`src/rtl/seg_scan_decoder.sv`:
```
// ---------------------------------------------------------------------------
// seg_scan_decoder
//
// Purpose:
//   Snoops a multiplexed 8-digit 7-segment display bus (active-low anodes and
//   cathodes), waits for each anode selection to settle, decodes the lit
//   segment pattern of the selected digit into a 5-bit code and assembles a
//   full 8-digit frame.  Completed frames are presented with a valid/ready
//   handshake.  A frame that completes while the previous one is still
//   pending is dropped and flagged with a sticky overrun.
//
// Ports:
//   clk_100MHz   in   1   system clock, rising edge
//   reset        in   1   asynchronous reset, active low
//   anodes       in   8   display anodes, active low, AN7..AN0
//   cathodes     in   8   segment lines, active low, a,b,c,d,e,f,g,dp
//   frame_ready  in   1   consumer accepts the held frame
//   frame_valid  out  1   a complete frame is held on digit_codes/dp_bits
//   digit_codes  out 40   5-bit code per digit, [5i+4:5i] = AN(i)
//   dp_bits      out  8   decimal point per digit, 1 = lit
//   anode_error  out  1   one-cycle pulse: several anodes low at sample time
//   overrun      out  1   sticky: a completed frame was dropped
//
// Parameter:
//   SETTLE_CYCLES  stable cycles required before sampling (2..255)
//
// Configuration macro:
//   SEG_SCAN_DP_CAPTURE_EN  when defined, decimal points are captured into
//   dp_bits; otherwise dp_bits is tied to zero and no dp storage exists.
//
// Codes: 0-9 digits, 10 blank, 11 dash, 12 'E', 31 unrecognised pattern.
// ---------------------------------------------------------------------------
module seg_scan_decoder #(
    parameter int unsigned SETTLE_CYCLES = 32'd16
) (
    input  logic        clk_100MHz,
    input  logic        reset,
    input  logic [7:0]  anodes,
    input  logic [7:0]  cathodes,
    input  logic        frame_ready,
    output logic        frame_valid,
    output logic [39:0] digit_codes,
    output logic [7:0]  dp_bits,
    output logic        anode_error,
    output logic        overrun
);

    typedef enum logic [1:0] {
        ST_IDLE   = 2'd0,
        ST_SETTLE = 2'd1,
        ST_HOLD   = 2'd2
    } state_t;

    // Counter value on the cycle in which the hold reaches SETTLE_CYCLES
    // (the entry cycle itself counts as the first stable cycle).
    localparam logic [7:0]  SETTLE_LAST = 8'(SETTLE_CYCLES - 32'd1);
    localparam logic [4:0]  CODE_BLANK  = 5'd10;
    localparam logic [39:0] CODES_BLANK = {8{CODE_BLANK}};

    // Decode the active-low cathode byte; the dp bit (bit 0) is a wildcard.
    function automatic logic [4:0] decode_segments(input logic [7:0] cath);
        logic [4:0] code;
        casez (cath)
            8'b0000001?: code = 5'd0;
            8'b1001111?: code = 5'd1;
            8'b0010010?: code = 5'd2;
            8'b0000110?: code = 5'd3;
            8'b1001100?: code = 5'd4;
            8'b0100100?: code = 5'd5;
            8'b0100000?: code = 5'd6;
            8'b0001111?: code = 5'd7;
            8'b0000000?: code = 5'd8;
            8'b0000100?: code = 5'd9;
            8'b1111111?: code = 5'd10;
            8'b1111110?: code = 5'd11;
            8'b0110000?: code = 5'd12;
            default:     code = 5'd31;
        endcase
        return code;
    endfunction

    // True when exactly one active-low anode bit is asserted.
    function automatic logic single_low(input logic [7:0] an);
        logic [7:0] low;
        low = ~an;
        return (low != 8'h00) && ((low & (low - 8'h01)) == 8'h00);
    endfunction

    state_t      state_r;
    state_t      state_next_s;
    logic [7:0]  anodes_meta_r;
    logic [7:0]  anodes_sync_r;
    logic [7:0]  anodes_prev_r;
    logic [7:0]  cathodes_meta_r;
    logic [7:0]  cathodes_sync_r;
    logic [7:0]  settle_cnt_r;
    logic [7:0]  capture_mask_r;
    logic [39:0] shadow_codes_r;
    logic [39:0] digit_codes_r;
    logic        frame_valid_r;
    logic        anode_error_r;
    logic        overrun_r;

    logic        anode_changed_s;
    logic        count_done_s;
    logic        cnt_load_s;
    logic        cnt_inc_s;
    logic        sample_s;
    logic        err_sample_s;
    logic        frame_done_s;
    logic        frame_load_s;
    logic [7:0]  slot_we_s;
    logic [4:0]  code_s;

    // Two-flop synchronizers for the asynchronous display bus.
    always_ff @(posedge clk_100MHz or negedge reset) begin
        if (!reset) begin
            anodes_meta_r   <= 8'hFF;
            anodes_sync_r   <= 8'hFF;
            anodes_prev_r   <= 8'hFF;
            cathodes_meta_r <= 8'hFF;
            cathodes_sync_r <= 8'hFF;
        end else begin
            anodes_meta_r   <= anodes;
            anodes_sync_r   <= anodes_meta_r;
            anodes_prev_r   <= anodes_sync_r;
            cathodes_meta_r <= cathodes;
            cathodes_sync_r <= cathodes_meta_r;
        end
    end

    // In SETTLE/HOLD the previous synchronized value is the value being held,
    // so a change against it is a change of the selection.
    assign anode_changed_s = (anodes_sync_r != anodes_prev_r);
    assign count_done_s    = (settle_cnt_r == SETTLE_LAST);
    assign frame_done_s    = (capture_mask_r == 8'hFF);
    assign frame_load_s    = frame_done_s && (!frame_valid_r || frame_ready);
    assign code_s          = decode_segments(cathodes_sync_r);

    // FSM state register.
    always_ff @(posedge clk_100MHz or negedge reset) begin
        if (!reset) begin
            state_r <= ST_IDLE;
        end else begin
            state_r <= state_next_s;
        end
    end

    // FSM next-state logic.
    always_comb begin
        state_next_s = state_r;
        case (state_r)
            ST_IDLE: begin
                if (anodes_sync_r != 8'hFF) begin
                    state_next_s = ST_SETTLE;
                end else begin
                    state_next_s = ST_IDLE;
                end
            end
            ST_SETTLE: begin
                if (anode_changed_s) begin
                    if (anodes_sync_r == 8'hFF) begin
                        state_next_s = ST_IDLE;
                    end else begin
                        state_next_s = ST_SETTLE;
                    end
                end else if (count_done_s) begin
                    state_next_s = ST_HOLD;
                end else begin
                    state_next_s = ST_SETTLE;
                end
            end
            ST_HOLD: begin
                if (anode_changed_s) begin
                    if (anodes_sync_r == 8'hFF) begin
                        state_next_s = ST_IDLE;
                    end else begin
                        state_next_s = ST_SETTLE;
                    end
                end else begin
                    state_next_s = ST_HOLD;
                end
            end
            default: begin
                state_next_s = ST_IDLE;
            end
        endcase
    end

    // FSM outputs: counter control and sample strobe.
    always_comb begin
        cnt_load_s = 1'b0;
        cnt_inc_s  = 1'b0;
        sample_s   = 1'b0;
        case (state_r)
            ST_IDLE: begin
                cnt_load_s = (anodes_sync_r != 8'hFF);
            end
            ST_SETTLE: begin
                if (anode_changed_s) begin
                    cnt_load_s = (anodes_sync_r != 8'hFF);
                end else if (count_done_s) begin
                    sample_s = 1'b1;
                end else begin
                    cnt_inc_s = 1'b1;
                end
            end
            ST_HOLD: begin
                if (anode_changed_s) begin
                    cnt_load_s = (anodes_sync_r != 8'hFF);
                end else begin
                    cnt_load_s = 1'b0;
                end
            end
            default: begin
                cnt_load_s = 1'b0;
            end
        endcase
    end

    // Settle counter.
    always_ff @(posedge clk_100MHz or negedge reset) begin
        if (!reset) begin
            settle_cnt_r <= 8'd0;
        end else if (cnt_load_s) begin
            settle_cnt_r <= 8'd1;
        end else if (cnt_inc_s) begin
            settle_cnt_r <= settle_cnt_r + 8'd1;
        end else begin
            settle_cnt_r <= settle_cnt_r;
        end
    end

    // Classify a sample: one slot write enable per digit, or an anode error.
    always_comb begin
        slot_we_s    = 8'h00;
        err_sample_s = 1'b0;
        if (sample_s) begin
            if (single_low(anodes_sync_r)) begin
                slot_we_s = frame_done_s ? 8'h00 : ~anodes_sync_r;
            end else begin
                err_sample_s = 1'b1;
            end
        end else begin
            slot_we_s    = 8'h00;
            err_sample_s = 1'b0;
        end
    end

    // Capture mask, error pulse and shadow code slots.
    always_ff @(posedge clk_100MHz or negedge reset) begin
        if (!reset) begin
            capture_mask_r <= 8'h00;
            anode_error_r  <= 1'b0;
            shadow_codes_r <= CODES_BLANK;
        end else begin
            anode_error_r <= err_sample_s;
            if (frame_done_s || err_sample_s) begin
                capture_mask_r <= 8'h00;
            end else begin
                capture_mask_r <= capture_mask_r | slot_we_s;
            end
            for (int i = 0; i < 8; i++) begin
                if (slot_we_s[i]) begin
                    shadow_codes_r[i*5 +: 5] <= code_s;
                end else begin
                    shadow_codes_r[i*5 +: 5] <= shadow_codes_r[i*5 +: 5];
                end
            end
        end
    end

    // Frame handshake: load on completion when the output is free or being
    // accepted this cycle, otherwise drop the new frame and flag overrun.
    always_ff @(posedge clk_100MHz or negedge reset) begin
        if (!reset) begin
            frame_valid_r <= 1'b0;
            digit_codes_r <= CODES_BLANK;
            overrun_r     <= 1'b0;
        end else if (frame_done_s) begin
            if (frame_load_s) begin
                digit_codes_r <= shadow_codes_r;
                frame_valid_r <= 1'b1;
            end else begin
                overrun_r     <= 1'b1;
            end
        end else if (frame_valid_r && frame_ready) begin
            frame_valid_r <= 1'b0;
        end else begin
            frame_valid_r <= frame_valid_r;
        end
    end

`ifdef SEG_SCAN_DP_CAPTURE_EN
    logic [7:0] shadow_dp_r;
    logic [7:0] dp_bits_r;

    // Decimal-point shadow slots, written alongside the code slots.
    always_ff @(posedge clk_100MHz or negedge reset) begin
        if (!reset) begin
            shadow_dp_r <= 8'h00;
        end else begin
            for (int i = 0; i < 8; i++) begin
                if (slot_we_s[i]) begin
                    shadow_dp_r[i] <= ~cathodes_sync_r[0];
                end else begin
                    shadow_dp_r[i] <= shadow_dp_r[i];
                end
            end
        end
    end

    // Decimal-point output register, loaded with the frame.
    always_ff @(posedge clk_100MHz or negedge reset) begin
        if (!reset) begin
            dp_bits_r <= 8'h00;
        end else if (frame_load_s) begin
            dp_bits_r <= shadow_dp_r;
        end else begin
            dp_bits_r <= dp_bits_r;
        end
    end

    assign dp_bits = dp_bits_r;
`else
    assign dp_bits = 8'h00;
`endif

    assign frame_valid = frame_valid_r;
    assign digit_codes = digit_codes_r;
    assign anode_error = anode_error_r;
    assign overrun     = overrun_r;

endmodule

```
`config.mk`:
```
export PLATFORM = sky130hd
export DESIGN_NAME = seg_scan_decoder
export DESIGN_NICKNAME = d
export VERILOG_FILES = /design/src/rtl/seg_scan_decoder.sv
export SDC_FILE = /design/constraint.sdc
export NUM_CORES = 1
export LEC_CHECK = 0
export CORE_ASPECT_RATIO = 1.5
export CORE_MARGIN = 1.5
export CORE_UTILIZATION = 50
export DETAILED_ROUTE_END_ITERATION = 10
export PLACE_DENSITY = 0.79
export REMOVE_ABC_BUFFERS = 1
export SYNTH_ARGS = -nofsm -noshare
export SYNTH_HDL_FRONTEND = slang
export SYNTH_SLANG_ARGS = --single-unit
```
`constraint.sdc`:
```
create_clock -name clk_100MHz -period 2.2 [get_ports clk_100MHz]
set_clock_uncertainty 0.1 [all_clocks]
set_input_delay 0.22 -clock clk_100MHz [delete_from_list [all_inputs] [get_ports clk_100MHz]]
set_output_delay 0.22 -clock clk_100MHz [all_outputs]
set_load 0.02 [all_outputs]
```
# After elaboration in Yosys (flattened, before gate mapping)
# Index checks and enable logic that the tools add are counted.
# word_totals
wordCells	88
output_inout_bits	51
regBits	141
input_bits	19
# classes
n_bitwise	4
n_addsub	2
reduce_logical	16
mux	26
eq_ne	20
# op_table
operator	n
5-bit one-hot mux with 13 select lines	1
8-bit two-way mux	6
7-bit equality test (second input constant)	4
7-bit by 6-bit equality test with 1-bit output (second input constant)	3
8-bit equality test (second input constant)	2
7-bit by 3-bit equality test with 1-bit output (second input constant)	2
1-bit two-way mux	14
8-bit by 1-bit adder with 8-bit output (second input constant)	1
8-bit bitwise AND	1
8-bit by 4-bit equality test with 1-bit output (second input constant)	1
8-bit zero test	1
8-bit != test	1
8-bit != test (second input constant)	1
8-bit NOT	1
8-bit OR	1
8-bit nonzero test	1
8-bit by 1-bit subtractor with 8-bit output (second input constant)	1
7-bit by 1-bit equality test with 1-bit output (second input constant)	1
7-bit by 4-bit equality test with 1-bit output (second input constant)	1
7-bit by 5-bit equality test with 1-bit output (second input constant)	1
7-bit zero test	1
2-bit two-way mux	3
2-bit one-hot mux with 3 select lines	1
2-bit AND reduction	3
11 further kinds	15

# Depth between registers and ports, before layout
# Gate-level depths: netlist (run 1).
# logic_depth
ltp_word	9
mapped_depth	7
ltp_nobuf	7

# Worst setup path before layout (run 1)
# OpenSTA, ideal clock, no wires.
# synth_timing
path_kind	reg-to-reg
startpoint	register anodes_sync_r[6]
endpoint	register shadow_codes_r[20]
arrival_time_ps	2015
period_less_slack_ps	2240
path_buffers	2
path_slack_ps	-40
setup_ps	125
t_required_ps	1975
path_stages_with_launch	8
path_cell_list	dfstp_2 > buf_6 > xnor2_2 > and4_1 > nand3_1 > or4_1 > buf_2 > mux2_4
# synth_between
elab_chain_len	7
word_cells_on_any_way	11
classes_between	add/sub (1); eq/ne (1); mux (4); bitwise (2); reduce/logical (3)
# synth_lines
element	line	text
start, declared	92	logic [7:0] anodes_sync_r;
start signal, assigned	125	anodes_sync_r <= anodes_meta_r;
8-bit NOT	85	low = ~an;
8-bit by 1-bit subtractor with 8-bit output	86	return (low != 8'h00) && ((low & (low - 8'h01)) == 8'h00);
8-bit bitwise AND	86	
8-bit zero test	86	
1-bit logical AND	86	
8-bit two-way mux	239	if (single_low(anodes_sync_r)) begin
8-bit two-way mux *	238	if (sample_s) begin
end signal, assigned by index	265	shadow_codes_r[i*5 +: 5] <= code_s;
end signal, assigned by index	267	shadow_codes_r[i*5 +: 5] <= shadow_codes_r[i*5 +: 5];
end, declared	98	logic [39:0] shadow_codes_r;
# Every way passes the cells marked *; elsewhere a longest branch is shown, timed or not.
# A chain may end at the register's enable or synchronous reset.

# Worst setup path after layout (run 1)
# layout_timing
startpoint	register anodes_sync_r[1]
endpoint	register capture_mask_r[6]
# layout_between
elab_chain_len	9
word_cells_on_any_way	16
classes_between	add/sub (1); eq/ne (1); mux (7); bitwise (3); reduce/logical (4)
# layout_lines
element	line	text
8-bit NOT	85	
8-bit by 1-bit subtractor with 8-bit output	86	
8-bit bitwise AND	86	
8-bit zero test	86	
1-bit logical AND	86	
8-bit two-way mux or 1-bit two-way mux (tied branches)	239	
8-bit two-way mux or 1-bit two-way mux (tied branches)	238	
8-bit OR or 1-bit logical OR (tied branches)	261, 258	
8-bit two-way mux *	258	if (frame_done_s || err_sample_s) begin
end signal, assigned	261	capture_mask_r <= capture_mask_r | slot_we_s;
end, declared	97	logic [7:0] capture_mask_r;
# Marks and branches as above.

==> out/qor_table.md, run 1 <==
| Metric | Value | Unit |
|---|---|---|
| Tmin final | 2.377 | ns |
| Core ar. | 11110 | um2 |
| Synth Flop Type | dfstp_2 | - |
| Area added between synthesis and finish | 34.46 | % |
| Post-route worst hold slack | 0.1065 | ns |
| Part of the power in registers | 45.7 | % |
| Initial antenna violation count | 0 | - |
| Power spent charging and discharging nets | 1251 | uW |
| Number of port buffers | 60 | - |
| Reported max-cap violation count | 0 | - |
| Slowest cell on crit path | dfstp_2 | - |
| Failing checks | setup timing | - |
| Die Wd | 90.49 | um |
| Fill cells | 685 | - |
| Synthesis Warnings | 0 | - |
| Largest net degree at the start of global routing | 54 | - |
| Power density normalized to cell area | 756.3 | nW/um2 |
| FMAX | 420.7 | MHz |
| Number of synthesized flops with an enable pin | 0 | - |
| Clock share of power | 48.8 | % |
| Status | finished, violations left | - |
| Post-DP Area | 6794 | um2 |
| Setup repair after global routing missed its margin | true | - |
| Dominant delay contributor by cell family on the critical path | simple AND/OR/NAND/NOR gates | - |
| Worst rel slew slack | 47.10 | % |
| Worst slack after detailed placement | -0.08857 | ns |
| Ports placed on the boundary | 70 | - |
| TritonCTS Sinks | 139 | - |
| Share of the synthesized netlist area taken by xor and xnor gates | 2.114 | % |
| Iteration-0 DRC Markers | 224 | - |
| Post-DR vias/cell | 5.694 | - |
| Leading cell types by total area after synthesis | dfstp_2 32%, dfrtp_1 30%, mux2_2 15% | - |
| Clock tree from TritonCTS | done | - |
| Routed wire length | 13.76 | mm |
| Total routed wire length on the met1 layer | 5.009 | mm |
| Placement Rows | 47 | - |
| Post-Synth Adder-Cell Area | 1.264 | % |
| Detailed route wirelength on metal2 | 7.638 | mm |
| Die height | 134.2 | um |
| Clock latency on the worst-skew pair | 0.42 | ns |
| Chain of cells forming the critical path | nand4_1 > or4_4 > o211ai_1 > buf_4 > buf_4 > a31oi_1 > nor3_1 | - |
| Number of global-route vias before repair | 4330 | - |
| Worst-path fanout max | 5 | - |
| Synth Area in Compound Gates | 5.449 | % |
| Aggregate global routing overflow | 0 | - |
| Share of the cycle needed by the critical path after routing | 108.0 | % |
| Number of setup violations in the final report | 40 | - |
| Non-Filler Cell Area, Final | 7719 | um2 |
| Placer congestion estimate | 0.8847 | - |
| Post-synthesis mux area share | 16.02 | % |
| Minimum setup slack among reg-to-reg paths | -0.18 | ns |
| Critical path buffer and inverter count | 2 | - |
| Die area | 12150 | um2 |
| Via count of the routed design | 3946 | - |
| Remaining design rule violation count | 0 | - |
| Number of buffers on the longest clock path | 2 | - |
| Post-synthesis simple-gate area fraction | 9.786 | % |
| Critical path's largest stage delay | 0.58 | ns |
| Leak pwr | 0.003434 | uW |
| CTS Root Cell | clkbuf_16 | - |
| Inserted Diodes | 0 | - |
| Top layer used by detailed routing | met4 | - |
| Critical Path Sink Type | flop | - |
| Synthesized cell area | 5741 | um2 |
| Post-route antenna net violation count | 0 | - |
| Crit path launch type | flop | - |
| Dominant combinational cell family by area after synthesis | multiplexers | - |
| Wirelength per Cell | 19.85 | um |
| Reg clk slew, reported paths | 0.06 | ns |
| Sequential share of the synthesized area | 62.12 | % |
| Number of hold violations in the final report | 0 | - |
| Cell taking the most area after synthesis | dfstp_2 | - |
| Global routing usage summed across all routing layers | 22.57 | % |
| Amount of wire on met3 after detailed routing | 494 | um |
| Worst-margin pin slew | 0.7905 | ns |
| Most common cell on crit path | buf_4 | - |
| Library cells used by synthesis | 56 | - |
| Global-route wire length before repair | 21.12 | mm |
| Fraction of final layout cells with drive strength greater than 1 | 50.73 | % |
| Average cell area after synthesis | 14.07 | um2 |
| Number of instances in the synthesized netlist | 408 | - |
| CP Data Arrival Time | 2.58 | ns |
| CTS HTree Levels | 4 | - |
| Net count reported at finish | 557 | - |
| Share of synthesized flip-flops with an asynchronous set or reset | 100.0 | % |
| Required arrival time at the worst endpoint | 2.40 | ns |
| Internal Pwr Total | 4587 | uW |
| Worst hold-check path type | in2reg | - |
| TritonCTS Buffers | 17 | - |
| Pre-antenna DRT Iters | 4 | - |
| Category of the most critical setup path | reg2reg | - |
| DP HPWL | 8.076 | mm |
| Effective utilization at floorplan | 51.65 | % |
| Area share of the largest cell type after synthesis | 32.04 | % |
| Logic gate share of total power | 5.5 | % |
| Sw frac | 21.43 | % |
| Setup slack of the critical path after layout | -0.1769 | ns |
| Worst VDD drop | 0.5616 | mV |
| Number of max-slew violations in the final report | 0 | - |
| Flops & latches, synth | 139 | - |
[final timing paths]
check,to,cells past startpoint,from
worst max-delay path,capture_mask_r[6],7,anodes_sync_r[1]
min in group asynchronous,state_r[1],2,reset
worst max register to register,capture_mask_r[6],7,anodes_sync_r[1]
worst min register to register,anodes_sync_r[0],0,anodes_meta_r[0]
max in group asynchronous,shadow_codes_r[26],3,reset
worst min-delay path,cathodes_meta_r[5],1,cathodes[5]
[flip-flops by register name, summed over array words and instances (netlist names)]
signal,count
digit_codes,40
shadow_codes_r,40
anodes_meta_r,8
anodes_prev_r,8
anodes_sync_r,8
capture_mask_r,8
settle_cnt_r,8
cathodes_meta_r,7
cathodes_sync_r,7
state_r,2
anode_error,1
frame_valid,1
overrun,1
[cell families after synthesis]
logic type      count (synthesis)
flops                         139
compound gates                 45
simple gates                   90
other cells                     1
buf+inv                        34
xor+xnor                       13
mux                            80
fa+ha+maj                       6
[final cells by class]
class	count	area, um2	area share (%)
Clock buffer	26	510.5	6.614
Clock inverter	6	81.33	1.054
Inverter	10	37.54	0.4863
Multi-Input combinational cell	242	2218	28.74
Sequential cell	139	3566	46.20
Tap cell	147	183.9	2.383
Timing Repair Buffer	123	1121	14.52
[Yosys cell counts (all sizes together) (10+ instances only)]
| cell type | instances |
|---|---|
| dfrtp | 69 |
| dfstp | 70 |
| inv | 10 |
| nor2 | 11 |
| mux2 | 80 |
| nand4 | 10 |
| nand3 | 13 |
| buf | 14 |
| clkbuf | 10 |
| nor3 | 12 |
[worst reg2reg max path, cell delays in order, from the launching register on]
cell and delay [ns]:
dfstp_2 0.58, nand4_1 0.15, or4_4 0.47, o211ai_1 0.19
buf_4 0.26, buf_4 0.17, a31oi_1 0.08, nor3_1 0.26
[placed cells by master, fill, tap and decap left out, types with 4 or more instances in the layout]
master,synthesis,routed
clkdlybuf4s50_1,0,59
nor4_1,5,5
dfrtp_1,69,69
xnor2_2,1,4
nand3_4,0,5
dfstp_2,70,70
nor3_1,11,8
ha_1,5,5
buf_4,10,55
nor2_1,11,10
nand4_1,9,9
o21ai_0,8,7
clkbuf_16,0,18
buf_6,2,6
mux2_4,5,8
inv_1,10,9
nand2_1,7,6
nand3_1,9,7
clkbuf_1,10,5
conb_1,1,8
a21oi_1,9,8
mux2_2,75,72
a31oi_1,7,7
xor2_1,4,4
and3_1,4,4
nor2b_1,4,4
xnor2_1,8,5
[power by group through the flow]
stage	Combinational, uW	Clock, uW	Sequential (uW)
after global routing	347	2990	2670
after floorplan	98.6	0	2700
after detailed placement	276	0	2700
after global placement	265	0	2700
after CTS	298	2870	2670
final	320	2850	2670
[per-layer routing]
metal | vias to the layer above | track usage (%)
met3 | 57 | 4.989
met2 | 148 | 40.10
li1 | 1716 | -
met5 | - | 0
met4 | 0 | 14.11
met1 | 2025 | 24.13
[timing repair]
| action | in CTS | in global routing |
|---|---|---|
| pin swaps | 3 | 12 |
| endpoints found under the setup margin | 47 | 49 |
| gates resized for setup | 26 | 20 |
| hold buffers | 1 | 0 |
| hold endpoints to repair | 26 | 0 |
| buffers inserted | 4 | 9 |
| gates cloned | 0 | 1 |
[per-stage QoR]
step           utilization (%)  cells  power, uW  TNS (ns)
2_1_floorplan                -    391       2799    -77.78
6_report                 69.45    693       5837    -2.784
3_3_place_gp             61.13    646       2964   -0.4526
4_1_cts                  67.98    683       5829   -0.4044
5_1_grt                  69.45    693       6011    -7.424
3_5_place_dp             61.13    646       2978    -1.690
Power figures use the tool's default switching activity.
==> inputs of run 2 (changes only) <==
Settings changed: SKIP_LAST_GASP set to 1, SLEW_MARGIN set to 20.
==> run 2 against run 1 <==
- the flow still finishes with violations (setup timing)
- non-clock buffer count shrank 3
- largest power group unchanged
- first-iteration DRC count rose by 1.3%
- critical path type unchanged
- worst hold slack worse by 0.0014 ns
- via count shrank 0.13%
==> out/qor_table.md, run 2 (synthesis gave the netlist of run 1 again) <==
| Metric | Value | Unit |
|---|---|---|
| Non-Filler Cell Area, Final | 7684 | um2 |
| Area added between synthesis and finish | 33.85 | % |
| Post-DR vias/cell | 5.712 | - |
| Via count of the routed design | 3941 | - |
| Most used cells in the layout excluding fill and tap cells | 74 x mux2_2, 70 x dfstp_2, 69 x dfrtp_1 | - |
| Share of the cycle needed by the critical path after routing | 106.1 | % |
| Net count reported at finish | 554 | - |
| Crit path launch type | flop | - |
| CP Data Arrival Time | 2.53 | ns |
| Wirelength per Cell | 19.82 | um |
| Internal Pwr Total | 4585 | uW |
| Post-DP Area | 6794 | um2 |
| Placer congestion estimate | 0.8847 | - |
| Core ar. | 11110 | um2 |
| Number of hold violations in the final report | 0 | - |
| CTS Root Cell | clkbuf_16 | - |
| Most common cell after layout, fill and taps aside | mux2_2 | - |
| Power spent charging and discharging nets | 1247 | uW |
| Pre-antenna DRT Iters | 4 | - |
| TritonCTS Sinks | 139 | - |
| Tmin final | 2.333 | ns |
| Slowest cell on crit path | dfstp_2 | - |
| Chain of cells forming the critical path | nand4_1 > or4_4 > o211ai_1 > buf_4 > nand3_4 > mux2_4 | - |
| Critical Path Sink Type | flop | - |
| Category of the most critical setup path | reg2reg | - |
| Worst-margin pin slew | 0.7833 | ns |
| Part of the power in registers | 45.7 | % |
| Critical path buffer and inverter count | 1 | - |
| Reported max-cap violation count | 0 | - |
| Number of global-route vias before repair | 4308 | - |
| Global-route wire length before repair | 21.12 | mm |
| Worst-path fanout max | 5 | - |
| Clock latency on the worst-skew pair | 0.41 | ns |
| Clock share of power | 48.9 | % |
| Remaining design rule violation count | 0 | - |
| Die area | 12150 | um2 |
| Aggregate global routing overflow | 0 | - |
| Critical path's largest stage delay | 0.58 | ns |
| Worst slack after detailed placement | -0.08857 | ns |
| Required arrival time at the worst endpoint | 2.39 | ns |
| Effective utilization at floorplan | 51.65 | % |
| Fill cells | 688 | - |
| DP HPWL | 8.076 | mm |
| Number of max-slew violations in the final report | 0 | - |
| Failing checks | setup timing | - |
| Worst VDD drop | 0.5560 | mV |
| Logic gate share of total power | 5.4 | % |
| Die Wd | 90.49 | um |
| Fraction of final layout cells with drive strength greater than 1 | 50.46 | % |
| Placement Rows | 47 | - |
| FMAX | 428.5 | MHz |
| Iteration-0 DRC Markers | 227 | - |
| Routed wire length | 13.68 | mm |
| Number of port buffers | 60 | - |
| Status | finished, violations left | - |
| Number of setup violations in the final report | 43 | - |
| Post-route antenna net violation count | 0 | - |
| Clock tree from TritonCTS | done | - |
| Largest net degree at the start of global routing | 54 | - |
| Sum Neg Setup Slack | -2.798 | ns |
| Initial antenna violation count | 0 | - |
| Sw frac | 21.39 | % |
| Global routing usage summed across all routing layers | 22.57 | % |
| TritonCTS Buffers | 17 | - |
| Reg clk slew, reported paths | 0.06 | ns |
| Ports placed on the boundary | 70 | - |
| Number of cells in the design after placement | 646 | - |
| Setup slack of the critical path after layout | -0.1335 | ns |
| Number of buffers on the longest clock path | 2 | - |
| Worst hold-check path type | in2reg | - |
| Setup repair after global routing missed its margin | true | - |
| Total power consumption of the routed design | 5833 | uW |
| Die height | 134.2 | um |
| Final std cells w/o fill | 690 | - |
| CTS HTree Levels | 4 | - |
| Leak pwr | 0.003410 | uW |
| Dominant delay contributor by cell family on the critical path | simple AND/OR/NAND/NOR gates | - |
| Worst rel slew slack | 47.59 | % |
| Power density normalized to cell area | 759.1 | nW/um2 |
| Inserted Diodes | 0 | - |
run 2: what timing repair did:
item,4_1_cts,5_1_grt
endpoints found under the setup margin,47,49
endpoints found under the hold margin,26,0
gates cloned,0,2
resized for setup,25,19
hold buffers,1,0
pin swaps,3,7
setup buffers,4,5
run 2: routing by layer:
metal  global-route usage [%]  part of all wire (%)  wire length, um  up-vias
met1                    24.32                    36             4862     2016
li1                         -                     -                -     1712
met4                    13.67                   4.4              607        0
met2                    40.27                    55             7554      159
met3                    4.762                   4.8              652       54
met5                        0                     0                0        -
run 2: power groups by stage:
stage               Combinational [uW]  Clock, uW  Sequential, uW
floorplan                         98.6          0            2700
global placement                   265          0            2700
detailed placement                 276          0            2700
CTS                                298       2870            2670
global route                       344       2990            2670
finish                             317       2850            2670
run 2: area by class of cell:
type / count / area [um2] / share of cell area, %
repair buffers: 120 / 1095 / 14.25
well taps: 147 / 183.9 / 2.394
flip-flops and latches: 139 / 3566 / 46.41
inverters: 10 / 37.54 / 0.4885
clock buffers: 26 / 510.5 / 6.644
clock inverters: 6 / 81.33 / 1.058
multi-input cells: 242 / 2210 / 28.76
run 2: per-stage QoR:
step           utilization, %  hold slack, ns
2_1_floorplan               -         -0.1756
3_3_place_gp            61.13          0.1980
3_5_place_dp            61.13          0.2078
4_1_cts                 67.94          0.1017
5_1_grt                 69.13          0.1114
6_report                69.13          0.1050
run 2: final timing paths:
path,slack (ns),end,start,cells past startpoint
setup reg to reg,-0.13,shadow_codes_r[15],anodes_sync_r[1],6
hold / removal,0.11,cathodes_meta_r[5],cathodes[5],1
min in group asynchronous,0.28,state_r[1],reset,2
setup / recovery,-0.13,shadow_codes_r[15],anodes_sync_r[1],6
hold reg to reg,0.25,anodes_sync_r[0],anodes_meta_r[0],0
max in group asynchronous,0.94,shadow_codes_r[28],reset,3
==> RTL change 1 (flow settings as in run 2) <==
The option `SEG_SCAN_DP_CAPTURE_EN` is turned on by a define.
--- a/src/rtl/seg_scan_decoder.sv
+++ b/src/rtl/seg_scan_decoder.sv
@@ -32,2 +32,4 @@
 // ---------------------------------------------------------------------------
+`define SEG_SCAN_DP_CAPTURE_EN
+
 module seg_scan_decoder #(
Function: same outputs for any inputs over 10 cycles, from zero or initial values and one cycle with reset low; that may be too few to reach the edited logic, so the function may still have changed.
==> RTL change 1 against run 2 <==
Sequential power is 12% higher. Sequential cell count is 18 higher. Sequential share of layout area is 0.14 points lower. Highest routed layer unchanged. Count of clock-buffer cells in the layout is 6 lower. Synthesized area is 8.1% higher. Worst setup slack worse by 330 ps. Power is 12% higher. Fmax is 12% lower. Wire length is 0.44% higher. The run still ends with negative setup slack left. Design area is 13% higher. Final cell count is 5.5% higher. Clock power is 16% higher. Largest cell class unchanged. Critical path type unchanged.
==> RTL change 1: results (changes against run 2) <==
Status
  – Status: finished with violations
  – Failing checks: negative setup slack

Global route
  – First-pass GRT wire length: 22000 um (+4.3%)
  – Largest net degree at the start of global routing: 68 (+26%)
  – Total Routing Usage GR: 0.223 (-0.00246)
  – Vias in the first global route: 4241 (-1.6%)

Route
  – First-pass DRT Iterations: 6 (+2)
  – Routed vias: 3890 (-1.3%)
  – Final wirelength: 13700 um (+0.44%)

Critical path
  – Worst-path fanout max: 8 (+3)
  – WP data arrival: 2910 ps (+380 ps)

Final layout
  – Final nets: 586 (+5.8%)
  – Fill cells: 705 (+2.5%)
  – Non-filler instance count after layout: 728 (+5.5%)
  – Syn-to-layout area delta: 40.0%

Placement
  – Placed wire-length estimate: 8550 um (+5.9%)
  – Pre-CTS setup slack: -453 ps (-365 ps)
  – DP Area: 7610 um2 (+12%)

Timing
  – Worst-Margin Slew: 616 ps (-168 ps)
  – Setup WS post-layout: -467 ps (-333 ps)
  – Final setup vio count: 49 (+14%)

Yosys
  – Synth cell count leaders: dfrtp_1, mux2_2, dfstp_2
  – Main area contributors after synthesis: dfrtp_1, dfstp_2, mux2_2, mux2_4, xnor2_1

Power
  – Leak Pwr: 0.00382 uW (+12%)
  – Worst VDD drop: 0.653 mV (+18%)
RTL change 1: routing by layer:
| metal | vias to the layer above | part of all wire | global-route usage |
|---|---|---|---|
| met2 | 89 | 0.55 | 0.384 |
| met1 | 2007 | 0.39 | 0.259 |
| met5 | - | 0 | 0 |
| met4 | 0 | 0.028 | 0.101 |
| li1 | 1766 | - | - |
| met3 | 28 | 0.034 | 0.0557 |
RTL change 1: final cells by class:
class                      instances  share of cell area
clock buffer                      20              0.0537
clock inverter                    12              0.0241
inverter                          13             0.00562
multi-input combinational        235               0.274
sequential                       157               0.463
tap                              153              0.0220
timing repair buffer             138               0.158
RTL change 1: report_power, final:
part / switching (uW) / internal (uW) / total, uW
logic: 153 / 117 / 270
clock network: 1180 / 2120 / 3300
registers: 28.8 / 2960 / 2990
RTL change 1: through the flow:
stage          power, uW  setup TNS, ps
6_report            6560         -12630
5_1_grt             6760         -17060
4_1_cts             6570         -12080
3_5_place_dp        3280         -15770
3_3_place_gp        3260         -11880
2_1_floorplan       3110         -73880
RTL change 1: worst register-to-register path, stage by stage, from the launching register on:
cell	delay [ps]
dfstp_2	520
or4b_4	450
or4_4	440
o311ai_4	100
nor4b_4	90
or4b_4	590
mux2_4	290
RTL change 1: cells by family (layout without fill, tap and decap cells):
group,after synthesis,in the layout,share of synthesized area
compound gates,28,28,0.0373
xor+xnor,16,16,0.0226
fa+ha+maj,6,6,0.0117
buf+inv,27,183,0.0187
flops,157,157,0.648
mux,97,97,0.179
simple gates,88,88,0.0831
RTL change 1: final timing paths:
check                                     end  slack, ps  depth (start not counted)
setup / recovery           shadow_codes_r[36]       -470                          6
max in group asynchronous   shadow_codes_r[3]       1100                          3
hold reg to reg              anodes_sync_r[4]        250                          0
setup reg to reg           shadow_codes_r[36]       -470                          6
min in group asynchronous     settle_cnt_r[3]        150                          2
hold / removal             cathodes_meta_r[0]        100                          1
RTL change 1: repair_timing:
item,CTS,global route
hold buffers,1,0
gates cloned,0,0
resized for setup,55,24
pin swaps,13,16
buffers inserted,3,4
setup endpoints to repair,64,65
endpoints found under the hold margin,62,0
==> RTL change 2 (config.mk and constraints of run 2) <==
Made on the original files. Re-encode `state_t` (3 states) as one-hot, 3 bits wide.
--- a/src/rtl/seg_scan_decoder.sv
+++ b/src/rtl/seg_scan_decoder.sv
@@ -47,6 +47,6 @@
 
-    typedef enum logic [1:0] {
-        ST_IDLE   = 2'd0,
-        ST_SETTLE = 2'd1,
-        ST_HOLD   = 2'd2
+    typedef enum logic [2:0] {
+        ST_IDLE   = 3'b001,
+        ST_SETTLE = 3'b010,
+        ST_HOLD   = 3'b100
     } state_t;
Function: no difference found for any inputs over 10 cycles, from zero or initial values and one cycle with reset low; not proved beyond that.
==> RTL change 2 against run 2 <==
The run still ends with negative setup slack left. Sequential power rose by 1%. Hold slack worse by 2.9 ps. Utilization grew 0.62 points. Critical path type unchanged. Design area down 0.70%. Worst setup slack got worse by 120 ps. Die area is 3.0% lower. Highest routed layer unchanged. Wire length fell by 13%. Global-route usage is 0.27 points lower. Synthesized area down 3.1%. Sequential cell count increased by 1. Critical path depth up 1. Power down 1.4%. Via count fell by 11%. Final cell count down 2.9%.
==> RTL change 2: results (changes against run 2) <==
Placement
  – Pre-CTS setup slack: -418 ps (-329 ps)
  – Placed wire-length estimate: 7580 um (-6.2%)
  – IO buf count: 60 (unchanged)
  – Routability cong.: 0.966 (+9.1%)
  – Inst Count DP: 633 (-2.0%)
  – DP Area: 6680 um2 (-1.7%)

Critical path
  – Worst-path fanout max: 8 (+3)
  – WP data arrival: 2650 ps (+120 ps)

Yosys
  – Synth unique cells: 50 (-11%)
  – Synth Instances: 386 (-5.4%)
  – Most common cell in the synthesized netlist: mux2_2
  – Async S/R FF share, synth: 1.00 (unchanged)
  – Sequential cell area fraction in the yosys report: 0.646 (+0.0246)
  – Main area contributors after synthesis: dfstp_2, dfrtp_1, mux2_2, mux2_4, xnor2_1
  – Synth cell count leaders: mux2_2, dfstp_2, dfrtp_1
  – Ys Warns: 0 (unchanged)

Power
  – Worst VDD drop: 0.566 mV (+1.9%)
  – Pint: 4450 uW (-2.9%)
  – Leak Pwr: 0.00332 uW (-2.7%)

Status
  – Failing checks: negative setup slack
  – Status: finished with violations

Global route
  – Total Routing Usage GR: 0.223 (-0.00271)
  – Vias in the first global route: 3792 (-12%)
  – First-pass GRT wire length: 19800 um (-6.3%)
  – Largest net degree at the start of global routing: 55 (+1.9%)
  – Initial antenna violation count: 0 (unchanged)

Worst hold path
  – Worst hold path class: input port to flip-flop

Route
  – Wire length per cell: 17.8 um (-10%)
  – Met3 Routed Length: 349 um (-46%)
  – Wl on met1: 4780 um (-1.7%)
  – Highest routed metal layer: met4
  – First-pass DRT Iterations: 4 (unchanged)
  – DR WL met2: 6630 um (-12%)
  – Vias per cell: 5.25 (-8.1%)
  – DR iter-0 viols: 153 (-33%)

Final layout
  – Fraction of layout cells with a size suffix above 1: 0.524 (+0.0193)
  – # diodes: 0 (unchanged)
  – Non-filler instance count after layout: 670 (-2.9%)
  – Final nets: 531 (-4.2%)

Clock tree
  – CTS Buf Count: 17 (unchanged)
  – CTS Buffer Depth: 2 (unchanged)
  – Root Buffer: clkbuf_16
  – Worst skew pair latency: 420 ps
  – Worst-path clk slew: 60 ps (about the same)
  – Htree depth: 4 (unchanged)

Timing
  – Setup WS post-layout: -254 ps (-120 ps)
  – Final setup vio count: 40 (-7.0%)
  – Hold Vio Cnt, Final: 0 (unchanged)
RTL change 2: cell types whose count changed after synthesis, moves of 5 or more:
cell	change
a31oi_1	-6
inv_1	-7
nor2_1	+11
nor3_1	-5
clkbuf_1	-5
o21ai_0	-6
and4_1	-5
o21a_1	+8
RTL change 2: cell families (layout without fill, tap and decap cells):
logic type      Yosys count  in the layout  share of synthesized area
compound gates           29             29                     0.0351
xor+xnor                 18             18                     0.0283
fa+ha+maj                 2              2                    0.00405
buf+inv                  27            157                     0.0299
flops                   140            140                      0.646
mux                      80             80                      0.167
other cells               1              8                   0.000674
simple gates             89             89                     0.0888
RTL change 2: timing repair:
| item | CTS | global route |
|---|---|---|
| hold buffers | 1 | 0 |
| hold endpoints to repair | 25 | 0 |
| endpoints found under the setup margin | 41 | 48 |
| pin swaps | 15 | 12 |
| gates resized for setup | 72 | 11 |
| buffers inserted | 6 | 3 |
RTL change 2: final timing paths:
| kind | startpoint | endpoint | slack [ps] | cells after the start |
|---|---|---|---|---|
| worst max-delay path | cathodes_sync_r[7] | shadow_codes_r[25] | -250 | 7 |
| worst min-delay path | cathodes[4] | cathodes_meta_r[4] | 100 | 1 |
| worst max register to register | cathodes_sync_r[7] | shadow_codes_r[25] | -250 | 7 |
| worst min register to register | cathodes_meta_r[1] | cathodes_sync_r[1] | 250 | 0 |
| max in group asynchronous | reset | shadow_codes_r[3] | 1060 | 3 |
| min in group asynchronous | reset | digit_codes[2] | 170 | 2 |
RTL change 2: layout make-up:
type	instances	area [um2]
clock buffer	26	520
clock inverter	5	32.5
fill	714	3310
inverter	3	11.3
multi-input combinational	226	2120
sequential	140	3590
tap	147	184
timing repair buffer	123	1170
RTL change 2: stage by stage:
step / util / power [uW] / setup TNS (ps) / hold WS, ps
finish: 0.698 / 5750 / -5520 / 102
global route: 0.698 / 5940 / -9750 / 101
CTS: 0.693 / 5760 / -5610 / 98.8
detailed placement: 0.610 / 3120 / -9980 / 71.4
global placement: 0.610 / 3090 / -8490 / 56.8
floorplan: - / 2930 / -44200 / -176
RTL change 2: power groups by stage:
stage	logic [uW]	clock network [uW]	registers (uW)
floorplan	163	0	2760
global placement	351	0	2740
detailed placement	373	0	2750
CTS	395	2660	2710
global route	444	2780	2720
finish	402	2640	2710
RTL change 2: routing by layer:
metal  vias up  global-route usage
li1       1598                   -
met5         -                   0
met2        87               0.390
met4         0              0.0786
met3        16              0.0501
met1      1814               0.263
RTL change 2: critical path: stages, from the launching register on:
cell     delay, ps
dfstp_2        370
or4_4          550
nor4b_4        270
nor3_2          90
and3_4         170
buf_6          110
or3_4          410
mux2_2         280
